$ cat src/rtl/fifo_uart_tx.sv
// fifo_uart_tx: UART transmitter that pulls WIDTH-bit words from a FIFO and frames them start/data(LSB first)/stop
module fifo_uart_tx #(
  parameter int WIDTH = 3,
  parameter int CLKS_PER_BIT = 4
) (
  input  logic             i_clk,
  input  logic             i_rst,
  input  logic             i_en,
  input  logic             i_empty,
  input  logic [WIDTH-1:0] i_fifo,
  output logic             o_re,
  output logic             o_tx,
  output logic             o_busy,
  output logic             o_done
);
  localparam int CW = $clog2(CLKS_PER_BIT) + 1;
  localparam int IW = WIDTH > 1 ? $clog2(WIDTH) : 1;
  typedef enum logic [2:0] {IDLE, FETCH, START, DATA, STOP} state_t;
  state_t state, state_n;
  logic [CW-1:0] cnt, cnt_n;
  logic [IW-1:0] idx, idx_n;
  logic [WIDTH-1:0] sr, sr_n;
  logic tx_n, last, go;
  assign last = cnt == CW'(CLKS_PER_BIT - 1);
  assign go = i_en && !i_empty && !i_rst;
  assign o_busy = state != IDLE;
  always_ff @(posedge i_clk) begin
    if (i_rst) begin
      state <= IDLE;
      cnt <= '0;
      idx <= '0;
      sr <= '0;
      o_tx <= 1'b1;
    end else begin
      state <= state_n;
      cnt <= cnt_n;
      idx <= idx_n;
      sr <= sr_n;
      o_tx <= tx_n;
    end
  end
  always_comb begin
    state_n = state;
    cnt_n = '0;
    idx_n = idx;
    sr_n = sr;
    tx_n = o_tx;
    o_re = 1'b0;
    o_done = 1'b0;
    case (state)
      IDLE: begin
        tx_n = 1'b1;
        o_re = go;
        state_n = go ? FETCH : IDLE;
      end
      FETCH: begin
        sr_n = i_fifo;
        idx_n = '0;
        tx_n = 1'b0;
        state_n = START;
      end
      START: begin
        cnt_n = last ? '0 : cnt + CW'(1);
        if (last) begin
          state_n = DATA;
          tx_n = sr[0];
          sr_n = sr >> 1;
        end
      end
      DATA: begin
        cnt_n = last ? '0 : cnt + CW'(1);
        if (last && idx == IW'(WIDTH - 1)) begin
          state_n = STOP;
          tx_n = 1'b1;
        end else if (last) begin
          idx_n = idx + IW'(1);
          tx_n = sr[0];
          sr_n = sr >> 1;
        end
      end
      STOP: begin
        cnt_n = last ? '0 : cnt + CW'(1);
        tx_n = 1'b1;
        o_done = last;
        o_re = last && go;
        state_n = !last ? STOP : go ? FETCH : IDLE;
      end
      default: state_n = IDLE;
    endcase
  end
endmodule
$ cat config.mk
export PLATFORM = sky130hd
export DESIGN_NAME = fifo_uart_tx
export DESIGN_NICKNAME = d
export VERILOG_FILES = /design/src/rtl/fifo_uart_tx.sv
export SDC_FILE = /design/constraint.sdc
export NUM_CORES = 1
export LEC_CHECK = 0
export BUFFER_PORTS_ARGS = -buffer_cell sky130_fd_sc_hd__buf_2
export CORE_UTILIZATION = 53
export CTS_CLUSTER_DIAMETER = 150
export CTS_CLUSTER_SIZE = 8
export DETAILED_ROUTE_END_ITERATION = 6
export GPL_ROUTABILITY_DRIVEN = 0
export PLACE_DENSITY = 0.78
export SLEW_MARGIN = 30
export SYNTH_ARGS = -nofsm -noshare
export SYNTH_HDL_FRONTEND = slang
export SYNTH_SLANG_ARGS = --single-unit
$ cat constraint.sdc
create_clock -name i_clk -period 1.87 [get_ports i_clk]
set_clock_uncertainty 0.15 [all_clocks]
set_input_delay 0 -clock i_clk [delete_from_list [all_inputs] [get_ports i_clk]]
set_output_delay 0 -clock i_clk [all_outputs]
set_load 0.02 [all_outputs]
==> impl_metrics.json, run 1 <==
{
  "cts_buffer_depth": 2,
  "synthDistinctLibCells": 37,
  "io_buffers": 10,
  "report.final.slew_viol_count": 0,
  "yosys_register_bits": 12,
  "power_uw": 583,
  "cts.sinks": 12,
  "grt_pass1_vias": 570,
  "place_area_um2": 766,
  "whs_ns": 0.0290,
  "run_status": "finished clean",
  "intPower_uw": 430,
  "io_pins": 11,
  "insertion_delay_ns": 0.28,
  "core_area_mm2": 0.00117,
  "yosysTopAreaCellShare": 0.342,
  "antenna_found_initial": 0,
  "ctsHtreeMaxLevel": 1,
  "stdcell_area_um2": 822,
  "setup-tns-final_ns": 0,
  "route.vias.total": 620,
  "max_cap_violations": 0,
  "cts_tree": "done",
  "critical_path_cell_count": 5,
  "syn_to_final_growth_pct": 16.9,
  "synth_edf_count": 0,
  "antenna_cells": 0,
  "p_sw_uw": 153,
  "netlist_area_um2": 703,
  "rows": 12,
  "ctsRootBufferMaster": "clkbuf_4",
  "cellPowerDensity_mw_per_mm2": 709,
  "hold_viol_final": 0,
  "hold_path_class": "input pin to flip-flop",
  "endpoint_kind": "flip-flop",
  "crit_top_cell": "ha_1",
  "avgSynthCellArea_um2": 8.58,
  "track_usage": 0.238,
  "cp_slowest_stage_delay_ns": 0.34,
  "pwr-share-seq": 0.470,
  "synth_fp_nets": 93,
  "cp_num_buf_inv": 0,
  "critPathTopFamily": "compound AO/OA/AOI/OAI gates",
  "grt_max_degree": 20,
  "setup_viol": 0,
  "drcViolationCount": 0,
  "ff2ff_setup_slack_ns": 0.09,
  "cts_resized": 0,
  "ir_drop_v": 0.000389,
  "yosysMostFrequentCell": "dfxtp_1",
  "ys.flop_type": "dfxtp_1",
  "slowest_stage": "dfxtp_1",
  "via_per_inst": 5.69,
  "fmax_mhz": 563,
  "swShare": 0.263,
  "combPwrFrac": 0.168,
  "synth_area_leaders": "dfxtp_1 (34%), ha_1 (7.1%), nor2b_1 (4.4%)",
  "worstMarginPinSlew_ns": 0.384,
  "critical_path.endpoint": "sr[1]",
  "synthArstFlopShare": 0,
  "die_w_um": 38.4,
  "dieArea_mm2": 0.00148,
  "yosys_warnings": 0,
  "layout-drive-gt1-share": 0.221,
  "antenna_left": 0,
  "rsz0062_at_grt": "no",
  "initial_utilization": 0.600,
  "critical_path_arrival_ns": 1.82,
  "routed_wirelength_um": 1460,
  "r2r_cells": 5,
  "overflow": 0,
  "seq_area_frac_synth": 0.342,
  "start_kind": "flip-flop",
  "max_slew_margin": 0.744,
  "clk_pin_slew_worst_paths_ns": 0.08,
  "cts_buffers": 3,
  "p_clk_frac": 0.362,
  "synth.cells.most_frequent": "dfxtp_1 (12), nor2_1 (7), inv_1 (6)",
  "final_nets": 107,
  "grt_pass1_wl_um": 2360,
  "drtIter0Drc": 12,
  "startpoint": "cnt[0]",
  "leakage_uw": 0.000321,
  "syn-instance-count": 82,
  "dr.pass1.iters": 4,
  "worstPathCellList": "ha_1 > ha_1 > a21bo_2 > a21o_1 > a211oi_1",
  "period_minus_slack_ns": 1.78,
  "wire_per_inst_um": 13.4,
  "required_ns": 1.91,
  "die_h_um": 38.4,
  "yosys.area.top_type": "dfxtp_1",
  "timing.rr.start": "cnt[0]",
  "r2r_end": "sr[1]",
  "finalCritPeriodShare": 0.949,
  "dp_hpwl_um": 1020,
  "crit_type": "flip-flop to flip-flop",
  "cp_max_fo": 9
}
-- power by group through the flow --
stage          combinational (uW)  sequential (uW)  clock, uW
2_1_floorplan                66.7              280          0
3_3_place_gp                 92.5              279          0
3_5_place_dp                 93.8              280          0
4_1_cts                      97.3              274        213
5_1_grt                       108              275        226
6_report                     98.1              274        211
-- sequential cells by signal, indices dropped and copies added (netlist names) --
| register | cells |
|---|---|
| state | 3 |
| sr | 3 |
| idx | 2 |
| cnt | 3 |
| o_tx | 1 |
-- layout make-up --
| cell class | count | area (um2) |
|---|---|---|
| timing repair buffer | 14 | 85.1 |
| sequential | 12 | 240 |
| fill | 101 | 349 |
| multi-input combinational | 59 | 420 |
| clock buffer | 4 | 36.3 |
| tap | 14 | 17.5 |
| inverter | 6 | 22.5 |
-- worst reg2reg max path, stage by stage (launching register included) --
cell,delay [ns]
dfxtp_1,0.34
ha_1,0.18
ha_1,0.30
a21bo_2,0.29
a21o_1,0.19
a211oi_1,0.24
-- metal layers --
layer	global-route usage	vias to the layer above	wire length, um
li1	-	323	-
met1	0.296	280	685
met2	0.390	14	708
met3	0.0523	3	52
met4	0.103	0	14
met5	0	-	0
-- stage by stage --
step | instances | utilization | worst slack [ns]
after CTS | 109 | 0.702 | 0.0944
after global placement | 103 | 0.654 | 0.202
final | 109 | 0.702 | 0.0948
after detailed placement | 103 | 0.654 | 0.124
after floorplan | 82 | - | 0.277
after global routing | 109 | 0.702 | 0.00535
-- placed cells by master (no fill, tap or decap), types with 2 or more instances in the layout --
cell	instances
dfxtp_1	12
buf_2	10
nor2_1	7
inv_1	6
nor2b_1	5
a211oi_1	4
ha_1	4
nand3_1	3
a21oi_1	3
clkbuf_4	3
nor3b_1	2
nand2b_1	2
o21ai_0	2
mux2_2	2
nand4_1	2
nand2_1	2
dlygate4sd3_1	2
buf_4	2
-- worst min path at each step --
stage | start | to | slack (ns) | depth (start not counted)
global placement | i_fifo[2] | sr[2] | 0.17 | 3
global route | i_empty | state[0] | 0.03 | 4
detailed placement | i_fifo[2] | sr[2] | 0.18 | 3
floorplan | i_rst | state[0] | -0.05 | 1
CTS | i_empty | state[0] | 0.03 | 4
finish | i_empty | state[0] | 0.03 | 4
-- repair_timing --
action,CTS,global route
buffers inserted,0,0
hold endpoints to repair,6,0
setup endpoints to repair,0,0
hold buffers,2,0
-- cell families after synthesis --
logic type,synth area share
flops,0.342
mux,0.0463
buf+inv,0.0605
fa+ha+maj,0.0712
compound gates,0.233
simple gates,0.247
Power figures use the tool's default switching activity.
==> inputs of run 2 (changes only) <==
RECOVER_POWER = 100   (was unset)
==> run 2 against run 1 <==
Fmax shrank 0.43%. Global-route usage is the same. Non-clock buffer count is the same. Die area is the same. Largest cell class unchanged. Highest routed layer unchanged.
==> impl_metrics.json, run 2 (synthesized netlist as in run 1, its figures left out) <==
{
  "max_slew_margin": 0.741,
  "leakage_uw": 0.000300,
  "endpoint_kind": "flip-flop",
  "drtIter0Drc": 22,
  "cts_buffers": 3,
  "worstMarginPinSlew_ns": 0.388,
  "syn_to_final_growth_pct": 14.8,
  "p_sw_uw": 154,
  "ctsRootBufferMaster": "clkbuf_4",
  "run_status": "finished clean",
  "antenna_found_initial": 0,
  "cts_resized": 0,
  "overflow": 0,
  "critical_path_arrival_ns": 1.82,
  "die_h_um": 38.4,
  "place_inst": 103,
  "wire_per_inst_um": 13.5,
  "r2r_cells": 5,
  "setup-tns-final_ns": 0,
  "final_nets": 107,
  "timing.rr.start": "cnt[0]",
  "final_common_cell": "dfxtp_1",
  "initial_utilization": 0.600,
  "io_buffers": 10,
  "track_usage": 0.238,
  "r2r_end": "sr[1]",
  "setup_viol": 0,
  "start_kind": "flip-flop",
  "insertion_delay_ns": 0.28,
  "hold_path_class": "input pin to flip-flop",
  "startpoint": "cnt[0]",
  "whs_ns": 0.0217,
  "ff2ff_setup_slack_ns": 0.09,
  "grt_pass1_wl_um": 2360,
  "route.vias.total": 628,
  "pwr-share-seq": 0.472,
  "report.final.slew_viol_count": 0,
  "grt_max_degree": 20,
  "cts.sinks": 12,
  "cts_hold_buf": 2,
  "routed_wirelength_um": 1470,
  "required_ns": 1.91,
  "cts_tree": "done",
  "cts_buffer_depth": 2,
  "nFillCells": 105,
  "max_cap_violations": 0,
  "drcViolationCount": 0,
  "p_clk_frac": 0.366,
  "via_per_inst": 5.76,
  "finish.utilization": 0.689,
  "post_cts_buffers": 0,
  "swShare": 0.265,
  "final_cell_mix": "dfxtp_1 (12), nor2_1 (7), inv_1 (6), buf_2 (6), nor2b_1 (5)",
  "clk_pin_slew_worst_paths_ns": 0.08,
  "crit_type": "flip-flop to flip-flop",
  "ir_drop_v": 0.000393,
  "intPower_uw": 427,
  "rows": 12,
  "grt_pass1_vias": 570,
  "fmax_mhz": 561,
  "cp_max_fo": 9,
  "antenna_left": 0,
  "dieArea_mm2": 0.00148,
  "cellPowerDensity_mw_per_mm2": 720,
  "critical_path.endpoint": "sr[1]",
  "die_w_um": 38.4,
  "period_minus_slack_ns": 1.78,
  "ctsHtreeMaxLevel": 1,
  "io_pins": 11,
  "dp_hpwl_um": 1020,
  "fin_cells": 109,
  "rsz0062_at_grt": "no",
  "top_regs": "cnt: 3 flops, sr: 3 flops, state: 3 flops",
  "core_area_mm2": 0.00117,
  "finalCritPeriodShare": 0.953,
  "antenna_cells": 0,
  "dr.pass1.iters": 4,
  "combPwrFrac": 0.162,
  "hold_viol_final": 0,
  "layout-drive-gt1-share": 0.168
}
run 2: cell types whose count changed in the layout (fill, tap and decap cells not counted):
cell and delta:
o21ai_1 -1, buf_2 -4, o41ai_1 +1, buf_4 -1, o21ai_0 +1, o41ai_2 -1
clkbuf_2 +1, clkbuf_1 +4
run 2: per-stage QoR:
stage,setup WS (ns),area (um2),total power [uW]
CTS,0.0944,822,584
detailed placement,0.124,766,374
global placement,0.202,766,371
floorplan,0.277,703,347
finish,0.0872,807,581
global route,0.00535,807,606
run 2: worst min path at each step:
stage	start	endpoint	slack [ns]	cells after the start
6_report	i_empty	state[0]	0.02	4
3_5_place_dp	i_fifo[2]	sr[2]	0.18	3
5_1_grt	i_empty	state[0]	0.04	4
4_1_cts	i_empty	state[0]	0.03	4
3_3_place_gp	i_fifo[2]	sr[2]	0.17	3
2_1_floorplan	i_rst	state[0]	-0.05	1
run 2: final cells by class:
cell class	count	area, um2	area share
well taps	14	17.5	0.0217
clock buffers	4	36.3	0.0450
inverters	6	22.5	0.0279
flip-flops and latches	12	240	0.298
repair buffers	14	77.6	0.0961
multi-input cells	59	413	0.512
run 2: power by group through the flow:
| stage | clock (uW) | combinational [uW] | sequential, uW |
|---|---|---|---|
| 6_report | 213 | 94.3 | 274 |
| 5_1_grt | 226 | 104 | 276 |
| 4_1_cts | 213 | 97.3 | 274 |
| 3_5_place_dp | 0 | 93.8 | 280 |
| 3_3_place_gp | 0 | 92.5 | 279 |
| 2_1_floorplan | 0 | 66.7 | 280 |
run 2: routing by layer:
metal,vias up,global-route usage,part of all wire
li1,325,-,-
met1,290,0.296,0.48
met2,10,0.390,0.48
met3,3,0.0523,0.031
met4,0,0.103,0.0095
met5,-,0,0
run 2: critical path, stage by stage (launching register included):
cell      delay, ns
dfxtp_1        0.34
ha_1           0.18
ha_1           0.30
a21bo_2        0.29
a21o_1         0.19
a211oi_1       0.24
==> inputs of run 3 (changes only) <==
CELL_PAD_IN_SITES_DETAIL_PLACEMENT = 1   (was unset)
CELL_PAD_IN_SITES_GLOBAL_PLACEMENT = 1   (was unset)
CORE_UTILIZATION = 40   (was 53)
PLACE_DENSITY = 0.79   (was 0.78)
==> run 3 against run 2 <==
The flow now finishes with violations (hold timing). Clock-buffer cell count shrank 1. Global-route usage decreased by 4.3 points. Power down 8.7%. Sequential share of layout area is 0.092 points lower. Die area up 31%. Non-clock buffer count rose by 1. Register-to-register slack better by 0.08 ns. First-iteration DRC count fell by 73%. Worst hold slack lost 0.023 ns. Flip-flop and latch count unchanged. Utilization decreased by 18 points. Routed wire length rose by 7.1%. Critical path type unchanged.
==> impl_metrics.json, run 3 (synthesized netlist as in run 1, its figures left out) <==
{
  "ff2ff_setup_slack_ns": 0.16,
  "dp_hpwl_um": 1160,
  "final_cell_mix": "dfxtp_1 (12), nor2_1 (7), inv_1 (6), buf_2 (6), nor2b_1 (5)",
  "worstMarginPinSlew_ns": 0.368,
  "top_regs": "cnt: 3 flops, sr: 3 flops, state: 3 flops",
  "drtIter0Drc": 6,
  "timing.rr.start": "cnt[0]",
  "final_nets": 108,
  "cellPowerDensity_mw_per_mm2": 655,
  "fin_cells": 111,
  "required_ns": 1.91,
  "initial_utilization": 0.446,
  "cts_buffer_depth": 2,
  "violations": "hold timing",
  "rows": 14,
  "cts_buffers": 3,
  "hold_path_class": "input pin to flip-flop",
  "setup_viol": 0,
  "place_inst": 106,
  "combPwrFrac": 0.185,
  "track_usage": 0.195,
  "overflow": 0,
  "dr.pass1.iters": 5,
  "run_status": "finished with violations",
  "io_pins": 11,
  "max_slew_margin": 0.752,
  "routed_wirelength_um": 1580,
  "rsz0062_at_grt": "no",
  "r2r_cells": 5,
  "leakage_uw": 0.000301,
  "swShare": 0.273,
  "max_cap_violations": 0,
  "cp_max_fo": 9,
  "pwr-share-seq": 0.516,
  "insertion_delay_ns": 0.27,
  "power_uw": 531,
  "clk_pin_slew_worst_paths_ns": 0.07,
  "grt_max_degree": 20,
  "die_h_um": 43.9,
  "drcViolationCount": 0,
  "crit_type": "flip-flop to flip-flop",
  "dieArea_mm2": 0.00193,
  "io_buffers": 10,
  "finalCritPeriodShare": 0.913,
  "antenna_found_initial": 0,
  "period_minus_slack_ns": 1.71,
  "ctsRootBufferMaster": "clkbuf_4",
  "startpoint": "cnt[0]",
  "intPower_uw": 386,
  "route.vias.total": 637,
  "antenna_left": 0,
  "report.final.slew_viol_count": 0,
  "cts_tree": "done",
  "die_w_um": 43.9,
  "antenna_cells": 0,
  "grt_pass1_wl_um": 2710,
  "cts.sinks": 12,
  "critical_path_arrival_ns": 1.75,
  "syn_to_final_growth_pct": 15.1,
  "hold_viol_final": 1,
  "endpoint_kind": "flip-flop",
  "core_area_mm2": 0.00158,
  "final_common_cell": "dfxtp_1",
  "fmax_mhz": 586,
  "start_kind": "flip-flop",
  "grt_pass1_vias": 634,
  "via_per_inst": 5.74,
  "setup-tns-final_ns": 0,
  "ctsHtreeMaxLevel": 1,
  "layout-drive-gt1-share": 0.189,
  "wire_per_inst_um": 14.2,
  "p_clk_frac": 0.298,
  "critical_path.endpoint": "sr[1]",
  "ir_drop_v": 0.000359,
  "r2r_end": "sr[1]",
  "whs_ns": -0.00119,
  "p_sw_uw": 145
}
-- run 3: changes by cell type in the layout (fill, tap and decap cells not counted), sizes merged --
cell | before | now
buf | 7 | 9
clkbuf | 9 | 7
-- run 3: final cells by class --
class                      count  area (um2)
inverter                       6        22.5
tap                           16        20.0
sequential                    12         240
fill                         208         767
multi-input combinational     59         415
timing repair buffer          15        88.8
clock buffer                   3        22.5
-- run 3: repair_timing --
item / in CTS / in global routing
hold buffers: 2 / 0
resized for setup: 0 / 1
buffers inserted: 0 / 0
endpoints found under the hold margin: 7 / 0
endpoints found under the setup margin: 0 / 1
-- run 3: worst min path at each step --
stage                     cells after the start  startpoint       end
after detailed placement                      3   i_fifo[2]     sr[2]
after global routing                          4     i_empty  state[0]
after floorplan                               1       i_rst  state[0]
final                                         4     i_empty  state[0]
after global placement                        3   i_fifo[2]     sr[2]
after CTS                                     4     i_empty  state[0]
-- run 3: routing by layer --
metal,wire (um),vias up,GRT usage,part of all wire
li1,-,323,-,-
met5,0,-,0,0
met3,37,5,0.0292,0.023
met4,37,0,0.109,0.023
met1,766,300,0.238,0.49
met2,737,9,0.325,0.47
-- run 3: metrics by stage --
step / utilization / instance area [um2] / hold slack (ns) / setup slack, ns
detailed placement: 0.492 / 776 / 0.194 / 0.0890
global route: 0.513 / 810 / 0.0174 / 0.0708
finish: 0.513 / 810 / -0.00119 / 0.163
global placement: 0.492 / 776 / 0.192 / 0.195
CTS: 0.519 / 818 / 0.0144 / 0.0610
floorplan: - / 703 / -0.0511 / 0.277
-- run 3: power groups by stage --
| stage | sequential (uW) | clock, uW | combinational (uW) |
|---|---|---|---|
| global placement | 279 | 0 | 96.2 |
| global route | 275 | 172 | 110 |
| detailed placement | 280 | 0 | 97.7 |
| finish | 274 | 158 | 98.3 |
| CTS | 274 | 163 | 102 |
| floorplan | 280 | 0 | 66.7 |
-- run 3: worst max-delay path, stage by stage, from the launching register on --
cell,delay [ns]
dfxtp_1,0.34
ha_1,0.18
ha_2,0.27
a21bo_2,0.27
a21o_1,0.19
a211oi_1,0.23
